## src/rtl/caf_pkg.sv

```systemverilog
// Shared definitions for the CAF argmax stream: FSM encodings, default widths
// (kept in step with the argmax block) and a constant-width helper.
package caf_pkg;

    typedef enum logic [1:0] {
        IDLE     = 2'd0,
        STREAM   = 2'd1,
        WAIT_RES = 2'd2
    } state_t;

    localparam int DEF_BUFFER_LENGTH  = 10;
    localparam int DEF_INDEX_BITS     = 4;
    localparam int DEF_OUT_MAX_BITS   = 4;
    localparam int DEF_I_BITS         = 12;
    localparam int DEF_Q_BITS         = 12;
    localparam int DEF_TIMEOUT_CYCLES = 64;

    // Number of bits needed to address 'value' distinct items.
    function automatic int clog2(input int value);
        int r;
        int v;
        r = 0;
        v = value - 1;
        while (v > 0) begin
            r = r + 1;
            v = v >> 1;
        end
        return r;
    endfunction

endpackage

```

## src/rtl/argmax_feeder_sample_buffer.sv

```systemverilog
// Frame storage for argmax_feeder: depth x width register file with one write
// port and one registered read port. Contents are never reset.
module sample_buffer #(
    parameter int depth     = 10,
    parameter int addr_bits = 4,
    parameter int width     = 24
) (
    input  logic                 clk,
    input  logic                 wr_en,
    input  logic [addr_bits-1:0] wr_addr,
    input  logic [width-1:0]     wr_data,
    input  logic [addr_bits-1:0] rd_addr,
    output logic [width-1:0]     rd_data
);

    logic [width-1:0] mem_reg [depth];

    always_ff @(posedge clk) begin
        if (wr_en) begin
            mem_reg[wr_addr] <= wr_data;
        end
        rd_data <= mem_reg[rd_addr];
    end

endmodule

```

## src/rtl/argmax_feeder.sv

```systemverilog
// Transmit side of the CAF argmax stream: fill a frame, play it out over xi/xq,
// then capture the argmax result. Optional watchdog: ARGMAX_FEEDER_TIMEOUT_EN.
module argmax_feeder
    import caf_pkg::*;
#(
    parameter int buffer_length  = DEF_BUFFER_LENGTH,
    parameter int index_bits     = DEF_INDEX_BITS,
    parameter int out_max_bits   = DEF_OUT_MAX_BITS,
    parameter int i_bits         = DEF_I_BITS,
    parameter int q_bits         = DEF_Q_BITS,
    parameter int timeout_cycles = DEF_TIMEOUT_CYCLES
) (
    input  logic                    clk,
    input  logic                    rst,
    input  logic                    wr_en,
    input  logic [i_bits-1:0]       wr_i,
    input  logic [q_bits-1:0]       wr_q,
    output logic                    wr_full,
    input  logic                    start,
    output logic                    busy,
    output logic                    m_axis_tvalid,
    output logic [i_bits-1:0]       xi,
    output logic [q_bits-1:0]       xq,
    input  logic                    s_axis_tready,
    output logic                    m_axis_tready,
    input  logic [out_max_bits-1:0] out_max,
    input  logic [index_bits-1:0]   index,
    input  logic                    s_axis_tvalid,
    output logic [out_max_bits-1:0] result_max,
    output logic [index_bits-1:0]   result_index,
    output logic                    done,
    output logic                    timeout_err
);

    localparam int                  sample_bits = i_bits + q_bits;
    localparam logic [index_bits:0] full_count  = (index_bits+1)'(buffer_length);
    localparam logic [index_bits:0] last_ptr    = (index_bits+1)'(buffer_length - 1);
    localparam logic [index_bits:0] ptr_one     = (index_bits+1)'(1);

    state_t                  state_reg;
    logic [index_bits:0]     wr_count_reg;
    logic [index_bits:0]     rd_ptr_reg;
    logic [index_bits:0]     rd_ptr_next;
    logic                    valid_reg;
    logic                    tready_reg;
    logic                    done_reg;
    logic [out_max_bits-1:0] result_max_reg;
    logic [index_bits-1:0]   result_index_reg;
    logic [index_bits-1:0]   rd_addr;
    logic [sample_bits-1:0]  rd_data;
    logic                    wr_accept;
    logic                    transfer;
    logic                    timeout_hit;

    assign wr_full     = (wr_count_reg == full_count);
    assign wr_accept   = (state_reg == IDLE) && wr_en && !wr_full;
    assign transfer    = (state_reg == STREAM) && valid_reg && s_axis_tready;
    assign rd_ptr_next = rd_ptr_reg + ptr_one;

    // Prefetch the next sample on a transfer so the following beat has no bubble;
    // otherwise re-read the current slot, which keeps xi/xq stable under stall.
    always_comb begin
        rd_addr = rd_ptr_reg[index_bits-1:0];
        if (transfer && (rd_ptr_reg != last_ptr)) begin
            rd_addr = rd_ptr_next[index_bits-1:0];
        end
    end

    sample_buffer #(
        .depth     (buffer_length),
        .addr_bits (index_bits),
        .width     (sample_bits)
    ) u_buffer (
        .clk     (clk),
        .wr_en   (wr_accept),
        .wr_addr (wr_count_reg[index_bits-1:0]),
        .wr_data ({wr_i, wr_q}),
        .rd_addr (rd_addr),
        .rd_data (rd_data)
    );

    always_ff @(posedge clk) begin
        if (rst) begin
            state_reg        <= IDLE;
            wr_count_reg     <= '0;
            rd_ptr_reg       <= '0;
            valid_reg        <= 1'b0;
            tready_reg       <= 1'b0;
            done_reg         <= 1'b0;
            result_max_reg   <= '0;
            result_index_reg <= '0;
        end else begin
            done_reg <= 1'b0;
            case (state_reg)
                IDLE: begin
                    if (wr_accept) begin
                        wr_count_reg <= wr_count_reg + ptr_one;
                    end
                    if (start && wr_full) begin
                        state_reg  <= STREAM;
                        rd_ptr_reg <= '0;
                        valid_reg  <= 1'b1;
                        tready_reg <= 1'b1;
                    end
                end
                STREAM: begin
                    if (transfer) begin
                        rd_ptr_reg <= rd_ptr_next;
                        if (rd_ptr_reg == last_ptr) begin
                            state_reg <= WAIT_RES;
                            valid_reg <= 1'b0;
                        end
                    end
                end
                WAIT_RES: begin
                    if (s_axis_tvalid) begin
                        result_max_reg   <= out_max;
                        result_index_reg <= index;
                        done_reg         <= 1'b1;
                    end
                    if (s_axis_tvalid || timeout_hit) begin
                        state_reg    <= IDLE;
                        wr_count_reg <= '0;
                        rd_ptr_reg   <= '0;
                        tready_reg   <= 1'b0;
                    end
                end
                default: begin
                    state_reg <= IDLE;
                end
            endcase
        end
    end

`ifdef ARGMAX_FEEDER_TIMEOUT_EN
    localparam int               tmo_bits = clog2(timeout_cycles + 1);
    localparam logic [tmo_bits-1:0] tmo_last = tmo_bits'(timeout_cycles - 1);
    localparam logic [tmo_bits-1:0] tmo_one  = tmo_bits'(1);

    logic [tmo_bits-1:0] tmo_count_reg;
    logic                timeout_reg;

    assign timeout_hit = (state_reg == WAIT_RES) && !s_axis_tvalid && (tmo_count_reg == tmo_last);

    always_ff @(posedge clk) begin
        if (rst || (state_reg != WAIT_RES)) begin
            tmo_count_reg <= '0;
        end else if (!s_axis_tvalid) begin
            tmo_count_reg <= tmo_count_reg + tmo_one;
        end
        timeout_reg <= !rst && timeout_hit;
    end

    assign timeout_err = timeout_reg;
`else
    assign timeout_hit = 1'b0;
    assign timeout_err = 1'b0;
`endif

    assign busy          = (state_reg != IDLE);
    assign m_axis_tvalid = valid_reg;
    assign m_axis_tready = tready_reg;
    assign xi            = valid_reg ? rd_data[sample_bits-1:q_bits] : '0;
    assign xq            = valid_reg ? rd_data[q_bits-1:0] : '0;
    assign result_max    = result_max_reg;
    assign result_index  = result_index_reg;
    assign done          = done_reg;

endmodule

```

## config.mk

```make
export PLATFORM = sky130hd
export DESIGN_NAME = argmax_feeder
export DESIGN_NICKNAME = d
export VERILOG_FILES = /design/src/rtl/caf_pkg.sv /design/src/rtl/argmax_feeder_sample_buffer.sv /design/src/rtl/argmax_feeder.sv
export SDC_FILE = /design/constraint.sdc
export NUM_CORES = 1
export LEC_CHECK = 0
export BUFFER_PORTS_ARGS = -buffer_cell sky130_fd_sc_hd__buf_4
export CORE_MARGIN = 10
export CORE_UTILIZATION = 55
export CTS_CLUSTER_DIAMETER = 30
export DETAILED_ROUTE_END_ITERATION = 7
export HOLD_SLACK_MARGIN = 0.08
export PLACE_DENSITY_LB_ADDON = 0.25
export SYNTH_ARGS = -nofsm -noshare
export SYNTH_HDL_FRONTEND = slang
export SYNTH_HIERARCHICAL = 1
export SYNTH_SLANG_ARGS = --single-unit
export TNS_END_PERCENT = 50
```

## constraint.sdc

```tcl
create_clock -name clk -period 4.2 [get_ports clk]
set_clock_uncertainty 0.05 [all_clocks]
set_input_delay 0.63 -clock clk [delete_from_list [all_inputs] [get_ports clk]]
set_output_delay 0.63 -clock clk [all_outputs]
set_load 0.05 [all_outputs]
```

==> metrics.md, run 1 <==
| Metric | Value |
|---|---|
| Total GRT Usage | 0.178 |
| Setup CP Type | flop to flop |
| Clock buffer depth | 3 |
| Crit path cell chain | ha_1 -> nor4bb_1 -> nor2_1 -> nand2_1 -> xnor2_1 -> nor2_2 -> a22o_1 -> o31ai_1 |
| Least-Margin Pin Slew | 1.38 ns |
| Post-Layout Cell Count | 1110 |
| Worst setup SP type | flop |
| Synth Flop Type | edfxtp_1 |
| Total congestion overflow | 0 |
| Vias in the first global route | 6617 |
| DIE WIDTH | 162 µm |
| Fmax | 292 MHz |
| Syn nets | 733 |
| Hold Path Stages | 1 |
| Psw | 1.44 mW |
| Final GP Congestion | 0.806 |
| Root buffer selected by CTS | clkbuf_16 |
| Comb power frac | 0.018 |
| RR Endpoint | u_buffer/rd_data[19] |
| Worst VDD drop | 0.000388 V |
| CP delay by family, top | simple AND/OR/NAND/NOR gates |
| # nets final | 842 |
| CTS Buf Count | 51 |
| WHS Endpoint | u_buffer/mem_reg[6][21] |
| Clock power share | 0.569 |
| Die area | 0.0264 mm² |
| Layout cells sized above 1 | 0.320 |
| First-pass GRT wire length | 36800 µm |
| Clk_lat worst skew | 0.54 ns |
| Number of synthesized register bits | 287 |
| P&R area growth vs syn | 24.9% |
| Post-route setup slack | 0.775 ns |
| Seq/Total Area, Yosys | 0.731 |
| Max capacitance violation total | 0 |
| DRC | 0 |
| Final ANT Viol Nets | 0 |
| Pwr Density | 552 mW/mm² |
| Buf/Inv on CP | 0 |
| R2R setup slack | 0.78 ns |
| Post-detail-place hpwl | 13200 µm |
| I/O pin total | 76 |
| Die Span Y | 162 µm |
| Mapped cell area | 0.0112 mm² |
| CP max stage delay | 1.06 ns |
| Slew Limit Fails | 0 |
| Final worst-path cycle share | 0.815 |
| Area contributors post-synth | edfxtp_1 65%, dfxtp_1 8.4%, mux2_2 7.3%, mux2i_1 4.4%, a22o_1 1.9% |
| Leak | 4.76 nW |
| Cell variety after synth | 44 |
| Critical-path cell with the highest stage delay | nor2_2 |
| RSZ-0062 raised after global routing | false |
| Reg2reg path depth | 8 |
| Total core area | 0.0201 mm² |
| Dpl ws | 0.847 ns |
| Dominant cell type by area after synthesis | edfxtp_1 |
| Clock sink total | 287 |
| Critical Path RT | 4.53 ns |
| Final Hold Viols | 0 |
| Core Util, Final | 0.693 |
| Outcome | finished clean |
| Seq pwr share | 0.412 |
| Synth Area per Inst | 16.1 µm² |
| Post-DR wirelength/cell | 21.3 µm |
| Core Rows | 52 |
| Drt via density | 5.68 |
| Initial Utilization | 0.555 |
| IO Port Bufs | 74 |
| Hold Buf Count CTS | 0 |
| Final TNS setup | 0 ns |
| Post_cts resized | 0 |
| H-tree levels | 2 |
| Initial drt markers | 425 |
| Min Tclk post-route | 3.42 ns |
| Critical path arrival | 3.75 ns |
| Vias | 6302 |
| Post-synth top area share | 0.646 |
| CP max FO | 24 |
| Sw Share | 0.188 |
| WL final | 23700 µm |
| Largest net degree at the start of global routing | 66 |
| Post-Syn Instances | 691 |
| Internal power | 6.24 mW |
| Ys Warns | 6 |
| Hold Startpoint | wr_i[9] |
| Final setup fails | 0 |
| Pre-antenna DRT Iters | 5 |
| Post-CTS setup buffers | 0 |
| Reg clk slew, reported paths | 0.05 ns |
| Antenna violations before repair | 0 |
| RR Startpoint | rd_ptr_reg[0] |
| TritonCTS clock tree | done |
| Rel. slew slack | 0.0775 |
| Min Hold Slack | 0.280 ns |
| HP Class | input port to flop |
| Crit. End Element | flop |
| Diode count | 0 |
| Async set-reset flop share out of synthesis | 0 |
| Cell total after placement | 1017 |
| Number of synthesized flops with an enable pin | 240 |
| Largest register FFs | 240 |
==> kinds of logic (layout without fill, tap and decap cells) <==
kind of cell	after synthesis	count (layout)	share of synthesized area
multiplexers	122	122	0.118
AO/OA/AOI/OAI	103	103	0.0653
XOR/XNOR	2	2	0.00157
buffers and inverters	43	192	0.0206
adder cells (fa/ha/maj)	4	4	0.00449
other	1	1	0.000336
AND/OR/NAND/NOR	129	129	0.0595
flip-flops	287	287	0.731
==> cell usage after synthesis, drive strengths merged (3+ instances only) <==
master	number
o22ai	24
o21ai	5
mux2i	49
nor2	19
a22o	24
clkbuf	20
a21oi	20
nor3	5
and2	26
edfxtp	240
buf	19
dfxtp	47
nand2	51
nand3	5
inv	4
o31ai	24
nand2b	5
mux2	73
ha	4
nand3b	3
==> layout by cell type, fill, tap and decap left out, drive strengths merged, types with 6 or more instances in the layout <==
master,instances
clkinvlp,8
nand2,51
inv,6
and2,26
clkbuf,61
edfxtp,240
mux2,73
o31ai,24
nor2,19
a22o,24
buf,95
a21oi,20
dfxtp,47
bufinv,11
clkinv,11
o22ai,24
mux2i,49
==> layer usage <==
metal	global-route usage	vias to the layer above	part of all wire
met5	0	-	0
met4	0.0732	0	0.026
met3	0.0402	51	0.057
met2	0.292	206	0.49
met1	0.226	3158	0.42
li1	-	2887	-
==> worst max path at each step <==
stage,from,end,slack [ns],depth (start not counted)
final,rd_ptr_reg[0],u_buffer/rd_data[19],0.78,8
after CTS,rd_ptr_reg[0],u_buffer/rd_data[23],0.79,8
after detailed placement,s_axis_tready,u_buffer/rd_data[5],0.85,8
after global routing,rd_ptr_reg[0],u_buffer/rd_data[23],0.50,8
after global placement,s_axis_tready,u_buffer/rd_data[7],0.93,8
after floorplan,wr_en,u_buffer/mem_reg[0][0],0.36,5
==> metrics by stage <==
step,power [mW],cell area [µm²]
floorplan,3.28,11200
global placement,3.35,12100
detailed placement,3.36,12100
CTS,7.74,13900
global route,7.89,13900
finish,7.68,13900
==> layout make-up <==
type | instances | area, µm²
sequential | 287 | 8150
fill | 1274 | 6180
multi-input combinational | 361 | 2830
clock buffer | 61 | 1400
timing repair buffer | 95 | 726
clock inverter | 32 | 473
tap | 270 | 338
inverter | 4 | 15.0
==> power by group through the flow <==
stage	logic, mW	clock network (mW)	registers, mW
detailed placement	0.141	0	3.22
global route	0.157	4.57	3.17
global placement	0.135	0	3.22
CTS	0.142	4.43	3.17
finish	0.141	4.38	3.17
floorplan	0.0638	0	3.21
==> worst reg2reg max path: stages (launching register included) <==
cell and delay (ns):
dfxtp_1 0.51, ha_1 0.19, nor4bb_1 0.49, nor2_1 0.25
nand2_1 0.14, xnor2_1 0.13, nor2_2 1.06, a22o_1 0.31
o31ai_1 0.12
Power figures use the tool's default switching activity.
==> inputs of run 2 (changes only) <==
==> constraint.sdc (replaced) <==
create_clock -name clk -period 3.5 [get_ports clk]
set_clock_uncertainty 0.05 [all_clocks]
set_input_delay 0.525 -clock clk [delete_from_list [all_inputs] [get_ports clk]]
set_output_delay 0.525 -clock clk [all_outputs]
set_load 0.05 [all_outputs]
==> metrics.md, run 2 (synthesis gave the netlist of run 1 again) <==
| Metric | Value |
|---|---|
| Outcome | finished clean |
| Post-CTS setup buffers | 0 (unchanged) |
| Most frequent cells in the layout | 240 x edfxtp_1, 89 x buf_4, 72 x mux2_2 |
| CP startpoint | rd_ptr_reg[0] |
| H-tree levels | 2 (unchanged) |
| RR Endpoint | u_buffer/rd_data[5] |
| Die Span Y | 162 µm (unchanged) |
| Crit path cell chain | ha_1 -> nor4bb_1 -> nor2_1 -> xor2_4 -> buf_12 -> mux2_2 -> o22ai_1 -> o31ai_1 |
| Least-Margin Pin Slew | 0.608 ns (-0.774 ns) |
| Antenna violations before repair | 0 (unchanged) |
| DRC | 0 (unchanged) |
| Initial drt markers | 382 (-10%) |
| Final ANT Viol Nets | 0 (unchanged) |
| Root buffer selected by CTS | clkbuf_16 |
| CP Capture Point | u_buffer/rd_data[5] |
| Final Hold Viols | 0 (unchanged) |
| Worst setup SP type | flop |
| Total congestion overflow | 0 (unchanged) |
| Hold Path Stages | 1 (unchanged) |
| Rel. slew slack | 0.595 (+0.517) |
| Die area | 0.0264 mm² (unchanged) |
| Clock power share | 0.559 (-0.010) |
| First-pass GRT wire length | 37000 µm (+0.68%) |
| Critical-path cell with the highest stage delay | dfxtp_1 |
| CTS Buf Count | 52 (+2.0%) |
| Final worst-path cycle share | 0.846 (+0.0307) |
| Final GP Congestion | 0.750 (-7.0%) |
| Dpl ws | 0.617 ns (-0.231 ns) |
| Post_cts resized | 0 (unchanged) |
| Multi-input logic area | 0.00284 mm² (+0.22%) |
| Psw | 1.79 mW (+24%) |
| P&R area growth vs syn | 24.7% |
| Fmax | 338 MHz (+16%) |
| Sw Share | 0.199 (+0.0114) |
| Crit. End Element | flop |
| Critical Path RT | 3.83 ns (-0.70 ns) |
| Final TNS setup | 0 ns (unchanged) |
| Internal power | 7.20 mW (+15%) |
| CP max FO | 66 (+180%) |
| Reg clk slew, reported paths | 0.06 ns (about the same) |
| DIE WIDTH | 162 µm (unchanged) |
| HP Class | input port to flop |
| Setup CP Type | flop to flop |
| R2R setup slack | 0.54 ns (-0.24 ns) |
| Post-detail-place hpwl | 13000 µm (-1.8%) |
| IO Port Bufs | 74 (unchanged) |
| Total core area | 0.0201 mm² (unchanged) |
| Vias | 6296 (-0.095%) |
| Hold Buf Count CTS | 0 (unchanged) |
| Commonest non-fill, non-tap cell in the layout | edfxtp_1 |
| Post-DR wirelength/cell | 21.6 µm (+1.2%) |
| Final setup fails | 0 (unchanged) |
| Pre-antenna DRT Iters | 4 (-1) |
| Core Rows | 52 (unchanged) |
| Drt via density | 5.66 (-0.36%) |
| Clock buffer depth | 3 (unchanged) |
| Clock sink total | 287 (unchanged) |
| Slew Limit Fails | 0 (unchanged) |
| I/O pin total | 76 (unchanged) |
| Comb power frac | 0.019 (about the same) |
| Clk_lat worst skew | 0.55 ns (about the same) |
| Design area | 0.0139 mm² (-0.14%) |
| Worst VDD drop | 0.000469 V (+21%) |
| Core Util, Final | 0.692 (-0.000995) |
| Pwr Density | 647 mW/mm² (+17%) |
| Min Tclk post-route | 2.96 ns (-0.463 ns) |
| Total GRT Usage | 0.180 (+0.00185) |
| Vias in the first global route | 6627 (+0.15%) |
| TritonCTS clock tree | done |
| RR Startpoint | rd_ptr_reg[0] |
| Leak | 4.75 nW (-0.31%) |
| Fill count | 1286 (+0.94%) |
| Largest register FFs | 240 (unchanged) |
| Largest net degree at the start of global routing | 67 (+1.5%) |
| Placed inst area | 0.0121 mm² (+0.40%) |
| Critical path arrival | 3.29 ns (-0.46 ns) |
| Max capacitance violation total | 0 (unchanged) |
| Initial Utilization | 0.555 (unchanged) |
| Post-route setup slack | 0.538 ns (-0.237 ns) |
| # nets final | 842 (unchanged) |
| Layout cells sized above 1 | 0.321 (+0.00123) |
| Reg2reg path depth | 8 (unchanged) |
| Register area | 0.00815 mm² (unchanged) |
| WL final | 24000 µm (+1.5%) |
| RSZ-0062 raised after global routing | false |
| CP max stage delay | 0.51 ns (-0.55 ns) |
| Diode count | 0 (unchanged) |
| Seq pwr share | 0.422 (+0.010) |
run 2: changes by cell type in the layout (fill, tap and decap cells not counted), sizes merged:
cell | previous run | this run
clkinv | 11 | 20
bufinv | 11 | 7
clkbuf | 61 | 59
inv | 6 | 8
buf | 95 | 94
clkinvlp | 8 | 7
run 2: how the worst min path moves through the flow:
stage	startpoint	to	slack, ns
6_report	wr_q[6]	u_buffer/mem_reg[3][6]	0.17
5_1_grt	wr_q[0]	u_buffer/mem_reg[8][0]	0.16
2_1_floorplan	wr_count_reg[4]	wr_count_reg[4]	0.39
4_1_cts	wr_q[0]	u_buffer/mem_reg[8][0]	0.15
3_3_place_gp	result_index[3]	result_index[3]	0.39
3_5_place_dp	result_max[1]	result_max[1]	0.40
run 2: power groups by stage:
stage          combinational, mW  sequential [mW]  clock [mW]
6_report                   0.172             3.80        5.02
2_1_floorplan             0.0770             3.86           0
3_5_place_dp               0.174             3.86           0
4_1_cts                    0.174             3.80        5.08
5_1_grt                    0.190             3.80        5.26
3_3_place_gp               0.163             3.86           0
run 2: cell type report:
cell class              count  share of cell area
clock buffers              59              0.0992
clock inverters            38              0.0302
well taps                 270              0.0243
flip-flops and latches    287               0.586
inverters                   4             0.00108
multi-input cells         361               0.204
repair buffers             94              0.0552
run 2: routing by layer:
metal  vias up  track usage  wire, µm  share of wire
met4         0       0.0612       546          0.023
met2       172        0.307     12300           0.51
li1       2898            -         -              -
met1      3180        0.221      9980           0.42
met3        46       0.0420      1260          0.052
met5         -            0         0              0
run 2: per-stage QoR:
step	cells	power [mW]	hold WS [ns]
global placement	1016	4.02	0.392
CTS	1113	9.05	0.153
finish	1113	8.99	0.172
global route	1113	9.25	0.163
floorplan	691	3.93	0.393
detailed placement	1016	4.03	0.398
run 2: critical path: cells and delay by family, from the launching register on:
family,cells,cell delay [ns]
AND/OR/NAND/NOR,2,0.66
flip-flops,1,0.51
multiplexers,1,0.39
buffers and inverters,1,0.37
AO/OA/AOI/OAI,2,0.35
XOR/XNOR,1,0.26
adder cells (fa/ha/maj),1,0.20
==> inputs of run 3 (changes only) <==
==> constraint.sdc (replaced) <==
create_clock -name clk -period 3.05 [get_ports clk]
set_clock_uncertainty 0.05 [all_clocks]
set_input_delay 0.4575 -clock clk [delete_from_list [all_inputs] [get_ports clk]]
set_output_delay 0.4575 -clock clk [all_outputs]
set_load 0.05 [all_outputs]
==> metrics.md, run 3 (synthesis gave the netlist of run 1 again) <==
| Metric | Value |
|---|---|
| Pwr Density | 701 mW/mm² (+8.4%) |
| Vias | 6399 (+1.6%) |
| Post-route setup slack | 0.128 ns (-0.411 ns) |
| Reg clk slew, reported paths | 0.05 ns (about the same) |
| Dpl ws | -0.0542 ns (-0.671 ns) |
| Root buffer selected by CTS | clkbuf_16 |
| IO Port Bufs | 74 (unchanged) |
| DRC | 0 (unchanged) |
| Crit. End Element | flop |
| Setup CP Type | flop to flop |
| Rel. slew slack | 0.597 (+0.00217) |
| P&R area growth vs syn | 23.5% |
| Diode count | 0 (unchanged) |
| Total congestion overflow | 0 (unchanged) |
| CTS Buf Count | 46 (-12%) |
| Worst VDD drop | 0.000434 V (-7.5%) |
| Critical path arrival | 3.24 ns (-0.05 ns) |
| Post-DR wirelength/cell | 21.6 µm (-0.11%) |
| Core Rows | 52 (unchanged) |
| Outcome | finished clean |
| Worst setup SP type | flop |
| Total power | 9.65 mW (+7.3%) |
| Clock buffer depth | 3 (unchanged) |
| # nets final | 850 (+0.95%) |
| Total core area | 0.0201 mm² (unchanged) |
| Post-CTS setup buffers | 0 (unchanged) |
| Max capacitance violation total | 0 (unchanged) |
| Final TNS setup | 0 ns (unchanged) |
| Commonest non-fill, non-tap cell in the layout | edfxtp_1 |
| DIE WIDTH | 162 µm (unchanged) |
| Final Hold Viols | 0 (unchanged) |
| Initial drt markers | 482 (+26%) |
| Largest net degree at the start of global routing | 49 (-27%) |
| Most frequent cells in the layout | 240 x edfxtp_1, 104 x buf_4, 72 x mux2_2 |
| WL final | 24100 µm (about the same) |
| Slew Limit Fails | 0 (unchanged) |
| Total GRT Usage | 0.180 (about the same) |
| Final setup fails | 0 (unchanged) |
| I/O pin total | 76 (unchanged) |
| First-pass GRT wire length | 37300 µm (+0.86%) |
| Drt via density | 5.74 (+1.5%) |
| Fmax | 342 MHz (+1.3%) |
| Critical-path cell with the highest stage delay | nor2_1 |
| Final worst-path cycle share | 0.958 (+0.112) |
| HP Class | input port to flop |
| Min Tclk post-route | 2.92 ns (-0.0394 ns) |
| H-tree levels | 2 (unchanged) |
| TritonCTS clock tree | done |
| Layout cells sized above 1 | 0.325 (+0.00397) |
| CP startpoint | rd_ptr_reg[1] |
| Final ANT Viol Nets | 0 (unchanged) |
| CP delay by family, top | simple AND/OR/NAND/NOR gates |
| Antenna violations before repair | 0 (unchanged) |
| Die area | 0.0264 mm² (unchanged) |
| R2R setup slack | 0.13 ns (-0.41 ns) |
| Vias in the first global route | 6729 (+1.5%) |
| CP max FO | 11 (-83%) |
| RR Startpoint | rd_ptr_reg[1] |
| Pre-antenna DRT Iters | 4 (unchanged) |
| Initial Utilization | 0.555 (unchanged) |
| Final GP Congestion | 0.776 (+3.5%) |
| Clock sink total | 287 (unchanged) |
| Least-Margin Pin Slew | 0.605 ns (-0.00326 ns) |
| Largest register FFs | 240 (unchanged) |
| CP max stage delay | 0.42 ns (-0.09 ns) |
| Buf/Inv on CP | 2 (+1) |
| Hold Startpoint | wr_q[10] |
| Leak | 4.71 nW (-0.78%) |
| Critical Path RT | 3.37 ns (-0.46 ns) |
| Clk_lat worst skew | 0.53 ns (-0.02 ns) |
| Die Span Y | 162 µm (unchanged) |
| Crit path cell chain | inv_1 -> ha_1 -> nor4bb_1 -> nor2_1 -> nand2_1 -> xnor2_2 -> nand2_2 -> buf_4 -> o22ai_1 -> o31ai_1 |
| Post-detail-place hpwl | 13800 µm (+6.4%) |
-- run 3: cell types whose count changed in the layout (fill, tap and decap cells not counted), moves of 2 or more --
cell        before  now
inv_6            3    5
clkbuf_16       54   47
buf_4           89  104
nor3_2           2    0
bufinv_16        7    5
clkbuf_1         4    7
clkinvlp_4       7    3
clkinv_1         5    2
nor3_4           1    3
-- run 3: worst paths after layout --
path	end	cells past startpoint
worst min-delay path	u_buffer/mem_reg[7][10]	1
worst min register to register	m_axis_tready	2
worst max-delay path	u_buffer/rd_data[11]	10
worst max register to register	u_buffer/rd_data[11]	10
-- run 3: worst reg2reg max path, delay by kind of cell, from the launching register on --
kind            cells  cell delay, ns
flops               1            0.40
xor+xnor            1            0.40
simple gates        4            1.04
compound gates      2            0.33
buf+inv             2            0.38
fa+ha+maj           1            0.19
-- run 3: what timing repair did --
action                                 in CTS  in global routing
gates resized for setup                     2                  2
endpoints found under the hold margin       0                  0
setup endpoints to repair                   7                 24
hold buffers                                0                  0
-- run 3: cell type report --
class	instances	area (µm²)
clock buffer	55	1220
clock inverter	30	323
fill	1292	6330
inverter	4	15.0
multi-input combinational	361	2870
sequential	287	8150
tap	270	338
timing repair buffer	108	861
-- run 3: power by group --
group	switching, mW	leakage, nW	internal [mW]	total (mW)
logic	0.126	1.39	0.0835	0.209
clock network	1.80	0.755	3.30	5.09
registers	0.0210	2.56	4.33	4.35
total	1.94	4.71	7.71	9.65
-- run 3: layer usage --
layer	vias to the layer above	wire length, µm	track usage
met2	225	11800	0.293
met4	0	565	0.0649
met3	52	1710	0.0480
met5	-	0	0
met1	3210	9960	0.228
li1	2912	-	-
-- run 3: stage by stage --
| stage | instance area [µm²] | hold WS [ns] | utilization | instances |
|---|---|---|---|---|
| 2_1_floorplan | 11200 | 0.393 | - | 691 |
| 3_3_place_gp | 12200 | 0.392 | 0.607 | 1030 |
| 3_5_place_dp | 12200 | 0.403 | 0.607 | 1030 |
| 4_1_cts | 13800 | 0.0967 | 0.684 | 1115 |
| 5_1_grt | 13800 | 0.105 | 0.685 | 1115 |
| 6_report | 13800 | 0.112 | 0.685 | 1115 |
